### config.mk
export PLATFORM = sky130hd
export DESIGN_NAME = spi_master_apb_regif
export DESIGN_NICKNAME = d
export VERILOG_FILES = /design/src/rtl/spi_apb_pkg.sv /design/src/rtl/spi_apb_irq.sv /design/src/rtl/spi_master_apb_regif.sv
export SDC_FILE = /design/constraint.sdc
export NUM_CORES = 1
export LEC_CHECK = 0
export ABC_AREA = 1
export BUFFER_PORTS_ARGS = -buffer_cell sky130_fd_sc_hd__buf_2
export CORE_AREA = 2 2 133 135
export CTS_CLUSTER_SIZE = 16
export DETAILED_ROUTE_END_ITERATION = 10
export DIE_AREA = 0 0 135 137
export GPL_TIMING_DRIVEN = 0
export PLACE_DENSITY = 0.91
export SYNTH_ARGS = -nofsm -noshare
export SYNTH_HDL_FRONTEND = slang
export SYNTH_SLANG_ARGS = --single-unit
### constraint.sdc
create_clock -name HCLK -period 2.65 [get_ports HCLK]
set_input_delay 0.53 -clock HCLK [delete_from_list [all_inputs] [get_ports HCLK]]
set_output_delay 0.53 -clock HCLK [all_outputs]
set_load 0.02 [all_outputs]
### src/rtl/spi_apb_pkg.sv
// Shared definitions for the SPI master APB register front-end:
// register offsets (PADDR[5:2]), the configuration struct and the stall FSM states.
package spi_apb_pkg;

  localparam logic [3:0] OFS_STATUS = 4'h0;
  localparam logic [3:0] OFS_CLKDIV = 4'h1;
  localparam logic [3:0] OFS_CMD    = 4'h2;
  localparam logic [3:0] OFS_ADDR   = 4'h3;
  localparam logic [3:0] OFS_LEN    = 4'h4;
  localparam logic [3:0] OFS_DUM    = 4'h5;
  localparam logic [3:0] OFS_TXFIFO = 4'h6;
  localparam logic [3:0] OFS_RXFIFO = 4'h8;
  localparam logic [3:0] OFS_INTCFG = 4'h9;
  localparam logic [3:0] OFS_INTSTA = 4'hA;

  typedef struct packed {
    logic [7:0]  csreg;
    logic [7:0]  clk_div;
    logic        clk_div_valid;
    logic [31:0] spi_cmd;
    logic [31:0] spi_addr;
    logic [15:0] data_len;
    logic [5:0]  addr_len;
    logic [5:0]  cmd_len;
    logic [15:0] dummy_wr;
    logic [15:0] dummy_rd;
  } spi_cfg_t;

  typedef enum logic {
    ST_IDLE  = 1'b0,
    ST_STALL = 1'b1
  } apb_state_e;

  // Bits below num_cs are implemented chip selects
  function automatic logic [7:0] cs_mask(input int num_cs);
    logic [7:0] m;
    for (int i = 0; i < 8; i++) m[i] = (i < num_cs);
    return m;
  endfunction

endpackage

### src/rtl/spi_apb_irq.sv
// Sticky interrupt status (level/edge set, write-1-to-clear) and the registered,
// masked interrupt line of the SPI master APB front-end.
module spi_apb_irq
  import spi_apb_pkg::*;
#(
  parameter int LVL_W = 6
) (
  input  logic             HCLK,
  input  logic             HRESETn,
  input  logic [LVL_W-1:0] tx_lvl_i,
  input  logic [LVL_W-1:0] rx_lvl_i,
  input  logic [7:0]       th_tx,
  input  logic [7:0]       th_rx,
  input  logic             eot_i,
  input  logic [2:0]       int_en,
  input  logic             clr_en,
  input  logic [2:0]       clr_mask,
  output logic [2:0]       intsta,
  output logic             irq_o
);

  localparam int CW = (LVL_W > 8) ? LVL_W : 8;

  logic [2:0] intsta_r;
  logic       irq_r;
  logic [2:0] set_s;
  logic [2:0] clr_s;

  assign set_s = {eot_i, (CW'(rx_lvl_i) >= CW'(th_rx)), (CW'(tx_lvl_i) <= CW'(th_tx))};
  assign clr_s = clr_en ? clr_mask : 3'b000;

  // Status bits are sticky; a set in the same cycle as a clear keeps the bit
  always_ff @(posedge HCLK or negedge HRESETn) begin
    if (!HRESETn) begin
      intsta_r <= 3'b000;
      irq_r    <= 1'b0;
    end else begin
      intsta_r <= (intsta_r & ~clr_s) | set_s;
      irq_r    <= |(intsta_r & int_en);
    end
  end

  assign intsta = intsta_r;
  assign irq_o  = irq_r;

endmodule

### src/rtl/spi_master_apb_regif.sv
// APB register front-end for the quad SPI master: register decode, FIFO stall FSM, PSLVERR.
// Optional build macro SPI_APB_TIMEOUT_EN bounds FIFO stalls to TIMEOUT_CYCLES.
module spi_master_apb_regif
  import spi_apb_pkg::*;
#(
  parameter  int APB_ADDR_WIDTH   = 12,
  parameter  int BUFFER_DEPTH     = 32,
  parameter  int NUM_CS           = 4,
  parameter  int TIMEOUT_CYCLES   = 16,
  localparam int LOG_BUFFER_DEPTH = $clog2(BUFFER_DEPTH)
) (
  input  logic                      HCLK,
  input  logic                      HRESETn,
  input  logic [APB_ADDR_WIDTH-1:0] PADDR,
  input  logic [31:0]               PWDATA,
  input  logic                      PSEL,
  input  logic                      PENABLE,
  input  logic                      PWRITE,
  output logic [31:0]               PRDATA,
  output logic                      PREADY,
  output logic                      PSLVERR,
  output spi_cfg_t                  cfg_o,
  output logic [4:0]                cmd_o,
  input  logic [31:0]               status_i,
  input  logic [LOG_BUFFER_DEPTH:0] tx_lvl_i,
  input  logic [LOG_BUFFER_DEPTH:0] rx_lvl_i,
  input  logic                      eot_i,
  output logic [31:0]               tx_data_o,
  output logic                      tx_valid_o,
  input  logic                      tx_ready_i,
  input  logic [31:0]               rx_data_i,
  input  logic                      rx_valid_i,
  output logic                      rx_ready_o,
  output logic                      irq_o
);

  localparam logic [7:0] CS_MASK = cs_mask(NUM_CS);

  spi_cfg_t   cfg_r;
  logic [4:0] cmd_r;
  logic [2:0] int_en_r;
  logic [7:0] th_rx_r;
  logic [7:0] th_tx_r;
  logic [2:0] intsta_s;
  apb_state_e state_r;

  logic [3:0] addr_s;
  logic       access_s, map_s, bad_dir_s, dec_err_s;
  logic       tx_acc_s, rx_acc_s, fifo_acc_s, fifo_rdy_s;
  logic       timeout_s, complete_s, reg_wr_s, unused_s;

  assign addr_s   = PADDR[5:2];
  assign unused_s = ^{PADDR[APB_ADDR_WIDTH-1:6], PADDR[1:0]};
  assign access_s = PSEL & PENABLE;

  // Address map decode
  always_comb begin
    map_s = 1'b0;
    case (addr_s)
      OFS_STATUS, OFS_CLKDIV, OFS_CMD, OFS_ADDR, OFS_LEN, OFS_DUM,
      OFS_TXFIFO, OFS_RXFIFO, OFS_INTCFG, OFS_INTSTA: map_s = 1'b1;
      default: map_s = 1'b0;
    endcase
  end

  assign bad_dir_s  = ((addr_s == OFS_TXFIFO) & ~PWRITE) | ((addr_s == OFS_RXFIFO) & PWRITE);
  assign dec_err_s  = access_s & (~map_s | bad_dir_s);
  assign tx_acc_s   = access_s & PWRITE & (addr_s == OFS_TXFIFO);
  assign rx_acc_s   = access_s & ~PWRITE & (addr_s == OFS_RXFIFO);
  assign fifo_acc_s = tx_acc_s | rx_acc_s;
  assign fifo_rdy_s = tx_acc_s ? tx_ready_i : rx_valid_i;
  assign complete_s = fifo_rdy_s & ~timeout_s;

  // The handshake completes in the very cycle the FIFO becomes ready, so these stay combinational
  assign PREADY     = fifo_acc_s ? (fifo_rdy_s | timeout_s) : 1'b1;
  assign PSLVERR    = dec_err_s | timeout_s;
  assign tx_valid_o = tx_acc_s & complete_s;
  assign rx_ready_o = rx_acc_s & complete_s;
  assign tx_data_o  = PWDATA;
  assign reg_wr_s   = access_s & PWRITE & ~dec_err_s & (addr_s != OFS_TXFIFO);

  // Stall tracker: leaves STALL on ready, timeout or an abandoned transfer
  always_ff @(posedge HCLK or negedge HRESETn) begin
    if (!HRESETn) begin
      state_r <= ST_IDLE;
    end else begin
      case (state_r)
        ST_IDLE: begin
          if (fifo_acc_s && !fifo_rdy_s) state_r <= ST_STALL;
          else                           state_r <= ST_IDLE;
        end
        ST_STALL: begin
          if (!fifo_acc_s || fifo_rdy_s || timeout_s) state_r <= ST_IDLE;
          else                                        state_r <= ST_STALL;
        end
        default: state_r <= ST_IDLE;
      endcase
    end
  end

`ifdef SPI_APB_TIMEOUT_EN
  localparam int CNT_W = $clog2(TIMEOUT_CYCLES + 1);
  logic [CNT_W-1:0] stall_cnt_r;

  // Counts wait-state cycles of the current FIFO transfer
  always_ff @(posedge HCLK or negedge HRESETn) begin
    if (!HRESETn) begin
      stall_cnt_r <= '0;
    end else if (fifo_acc_s && !fifo_rdy_s && !timeout_s) begin
      stall_cnt_r <= stall_cnt_r + CNT_W'(1);
    end else begin
      stall_cnt_r <= '0;
    end
  end

  assign timeout_s = (state_r == ST_STALL) & fifo_acc_s & (stall_cnt_r == CNT_W'(TIMEOUT_CYCLES));
`else
  localparam int unused_timeout_cycles = TIMEOUT_CYCLES;
  assign timeout_s = 1'b0;
`endif

  // Register writes; clk_div_valid and the command pulses last one cycle
  always_ff @(posedge HCLK or negedge HRESETn) begin
    if (!HRESETn) begin
      cfg_r    <= '0;
      cmd_r    <= 5'b00000;
      int_en_r <= 3'b000;
      th_rx_r  <= 8'h00;
      th_tx_r  <= 8'h00;
    end else begin
      cfg_r.clk_div_valid <= 1'b0;
      cmd_r               <= 5'b00000;
      if (reg_wr_s) begin
        case (addr_s)
          OFS_STATUS: begin
            cfg_r.csreg <= PWDATA[15:8] & CS_MASK;
            cmd_r       <= PWDATA[4:0];
          end
          OFS_CLKDIV: begin
            cfg_r.clk_div       <= PWDATA[7:0];
            cfg_r.clk_div_valid <= 1'b1;
          end
          OFS_CMD:  cfg_r.spi_cmd  <= PWDATA;
          OFS_ADDR: cfg_r.spi_addr <= PWDATA;
          OFS_LEN: begin
            cfg_r.data_len <= PWDATA[31:16];
            cfg_r.addr_len <= PWDATA[13:8];
            cfg_r.cmd_len  <= PWDATA[5:0];
          end
          OFS_DUM: begin
            cfg_r.dummy_wr <= PWDATA[31:16];
            cfg_r.dummy_rd <= PWDATA[15:0];
          end
          OFS_INTCFG: begin
            int_en_r <= PWDATA[31:29];
            th_rx_r  <= PWDATA[15:8];
            th_tx_r  <= PWDATA[7:0];
          end
          default: cmd_r <= 5'b00000;
        endcase
      end else begin
        cmd_r <= 5'b00000;
      end
    end
  end

  // Read mux
  always_comb begin
    PRDATA = 32'h0000_0000;
    case (addr_s)
      OFS_STATUS: PRDATA = status_i;
      OFS_CLKDIV: PRDATA = {24'h00_0000, cfg_r.clk_div};
      OFS_CMD:    PRDATA = cfg_r.spi_cmd;
      OFS_ADDR:   PRDATA = cfg_r.spi_addr;
      OFS_LEN:    PRDATA = {cfg_r.data_len, 2'b00, cfg_r.addr_len, 2'b00, cfg_r.cmd_len};
      OFS_DUM:    PRDATA = {cfg_r.dummy_wr, cfg_r.dummy_rd};
      OFS_RXFIFO: PRDATA = rx_data_i;
      OFS_INTCFG: PRDATA = {int_en_r, 13'h0000, th_rx_r, th_tx_r};
      OFS_INTSTA: PRDATA = {29'h0000_0000, intsta_s};
      default:    PRDATA = 32'h0000_0000;
    endcase
  end

  spi_apb_irq #(
    .LVL_W (LOG_BUFFER_DEPTH + 1)
  ) u_irq (
    .HCLK     (HCLK),
    .HRESETn  (HRESETn),
    .tx_lvl_i (tx_lvl_i),
    .rx_lvl_i (rx_lvl_i),
    .th_tx    (th_tx_r),
    .th_rx    (th_rx_r),
    .eot_i    (eot_i),
    .int_en   ({int_en_r[2], int_en_r[1], int_en_r[0]}),
    .clr_en   (reg_wr_s & (addr_s == OFS_INTSTA)),
    .clr_mask (PWDATA[2:0]),
    .intsta   (intsta_s),
    .irq_o    (irq_o)
  );

  assign cfg_o = cfg_r;
  assign cmd_o = cmd_r;

endmodule

==> results.cfg <==
[worst_setup_path]
critPathLaunchType = primary input
crit_top_cell = nand2_1
critPathCaptureType = primary output
cp_top_family = buffers and inverters
slowest_stage = buf_4
critical-path-max-stage-delay_ns = 0.24
crit_buf_inv = 5
required_ns = 2.12
worstSetupPathType = in -> out
critical_path.max_fanout = 10
crit_chain = buf_2 -> inv_1 -> nand2_1 -> nor2_4 -> buf_4 -> buf_6 -> nand2_1 -> nand2_1 -> nor2_1 -> nand3_1 -> buf_2
crit_arrival_ns = 2.08

[floorplanning]
die-area_um2 = 18500
die_width_um = 135
num_rows = 48
core_area_um2 = 17060
die_h_um = 137
initial_core_util_pct = 48.42
io_pins = 343

[power]
p_leak_nw = 6.271
total_power_mw = 6.752
powerDensity_nw_per_um2 = 618.2
irDropWorstVdd_mv = 0.4413

[synth]
synth_compound_area_share_pct = 12.21
syn_area_per_cell_um2 = 7.726
syn_area_um2 = 8259
synth_seq_cells = 165
ys_warn_count = 0
yosys.cell_types.count = 26
synth_xor_area_share_pct = 0
synth-simple-area-share_pct = 26.54
synthMostInstantiatedCell = nand2_1
yosys.area.top_type = dfrtp_1
synth-edff-count = 0
synthTopCellsByCount = nand2_1 (450), dfrtp_1 (165), o21ai_1 (116)
ys_top_cells_by_area = dfrtp_1 (50%), nand2_1 (20%), o21ai_1 (7.0%)
synth_top_area_share_pct = 49.99
synthFlopType = dfrtp_1
synthArstFlopShare_pct = 100.0
synthMuxAreaShare_pct = 0
netlist_instances = 1069
synth_top_family_by_area = simple AND/OR/NAND/NOR gates
synth-adder-area-share_pct = 1.818
yosysSeqAreaShare_pct = 49.99

[cells_and_area]
drive_gt1_share_pct = 33.66
finalNonFillerCells = 1660
area_growth_pct = 32.25
diodes = 0
finalNetCount = 1563
fill_cells = 1467

[clock_network]
cts_tree = done
cts_root_buffer = clkbuf_16
cts_max_path_buffers = 2
clk_pin_slew_ns = 0.07
clk_latency_ns = 0.43
clock-sinks = 165
cts.htree.levels = 4
cts_buffers = 17

[sta]
maxSlewHeadroom_pct = 58.64
finClkSkew_ns = 0.01311
tightest_slew_ns = 0.6204
period_minus_slack_ns = 2.611
setup_viol = 0
fmax_ghz = 0.3830
finalHoldViolCount = 0
finalMaxSlewViolations = 0
finalCritPeriodShare_pct = 98.54

[place]
port_buffers = 330
dp.final_hpwl_um = 23280
dp.cells = 1628
gp_congestion = 0.9332

[routing]
vias_per_cell = 5.448
vias = 9043
drt_drc_violations_left = 0
finalWirelength_um = 32380
wire_per_inst_um = 19.51
drt_iter0_drc = 1041
drtAntennaViolNets = 0
drt_pre_antenna_iters = 5

[min_path]
hold_path.class = in -> async

[grt]
grt_pass1_vias = 8401
antenna_found_initial = 0
grtUsageTotal_pct = 34.27
grt_max_degree = 92
grt_overflow = 0
grt_pass1_wl_um = 47030

[outcome]
status = completed

[job]
drv_cap = 0
==> logic make-up (layout without fill, tap and decap cells) <==
| family | Yosys count | after routing |
|---|---|---|
| compound gates | 185 | 185 |
| fa+ha+maj | 12 | 12 |
| buf+inv | 150 | 513 |
| flops | 165 | 165 |
| other cells | 1 | 4 |
| simple gates | 556 | 556 |
==> cells in the final DEF, fill, tap and decap left out, types with 10 or more instances in the layout <==
master | netlist | routed
nand2_1 | 450 | 448
buf_2 | 23 | 351
dfrtp_1 | 165 | 165
o21ai_1 | 116 | 116
inv_1 | 62 | 62
nor2_1 | 50 | 42
buf_4 | 39 | 41
nand3_1 | 40 | 40
o21ai_0 | 25 | 25
a21oi_1 | 21 | 21
o21ai_2 | 20 | 20
clkbuf_16 | 0 | 17
ha_1 | 12 | 12
clkbuf_4 | 0 | 10
==> layer usage <==
layer  vias to the layer above  track usage [%]  share of wire (%)
met4                         0            16.61                4.2
met2                       619            54.29                 48
li1                       4067                -                  -
met3                       116            8.444                 11
met1                      4241            44.28                 37
met5                         -                0                  0
==> report_power, final <==
part / internal, mW / switching (mW) / leakage [nW]
Combinational: 0.485 / 0.916 / 3.78
Clock: 1.36 / 1.01 / 0.265
Sequential: 2.77 / 0.214 / 2.22
Total: 4.61 / 2.14 / 6.27
==> area by class of cell <==
cell class	count	area (um^2)	area share [%]
Timing Repair Buffer	332	1709	15.65
Tap cell	225	281.5	2.577
Sequential cell	165	4129	37.80
Inverter	65	244.0	2.234
Clock buffer	23	478.0	4.376
Buffer	85	594.3	5.441
Clock inverter	8	76.32	0.6987
Multi-Input combinational cell	757	3411	31.23
==> registers in the layout (all words and copies together) (netlist names) <==
signal / cells
cfg_o: 137
cmd_o: 5
int_en_r: 3
th_rx_r: 8
th_tx_r: 8
u_irq.intsta: 3
u_irq.irq_o: 1
==> stage by stage <==
step	setup WS [ns]	setup TNS [ns]	hold WS (ns)	utilization, %	cell area (um^2)
after floorplan	0.5445	0	0.2344	-	8270
after global placement	-1.415	-242.92	0.4641	59.82	10200
after detailed placement	-0.6057	-14.06	0.4729	60.04	10240
after CTS	0.01694	0	0.08661	63.64	10860
after global routing	-0.01120	-0.03894	0.1072	64.04	10920
final	0.03881	0	0.06380	64.04	10920
==> path summary, 6_finish.rpt <==
kind	start	to	slack, ns	depth (start not counted)
min in group HCLK	eot_i	u_irq.intsta[2]	0.31	3
setup reg to reg	th_rx_r[5]	u_irq.intsta[1]	1.14	7
max in group asynchronous	HRESETn	cfg_o[121]	1.71	2
hold / removal	HRESETn	cfg_o[102]	0.06	1
hold reg to reg	th_tx_r[2]	th_tx_r[2]	0.49	2
setup / recovery	PADDR[2]	PRDATA[26]	0.04	11
==> what timing repair did <==
action | CTS | global route
pin swaps | 0 | 1
hold buffers | 0 | 0
gates resized for setup | 34 | 23
endpoints found under the setup margin | 32 | 32
hold endpoints to repair | 0 | 0
setup buffers | 0 | 1
Note: power is estimated with default switching activity, not from simulation.
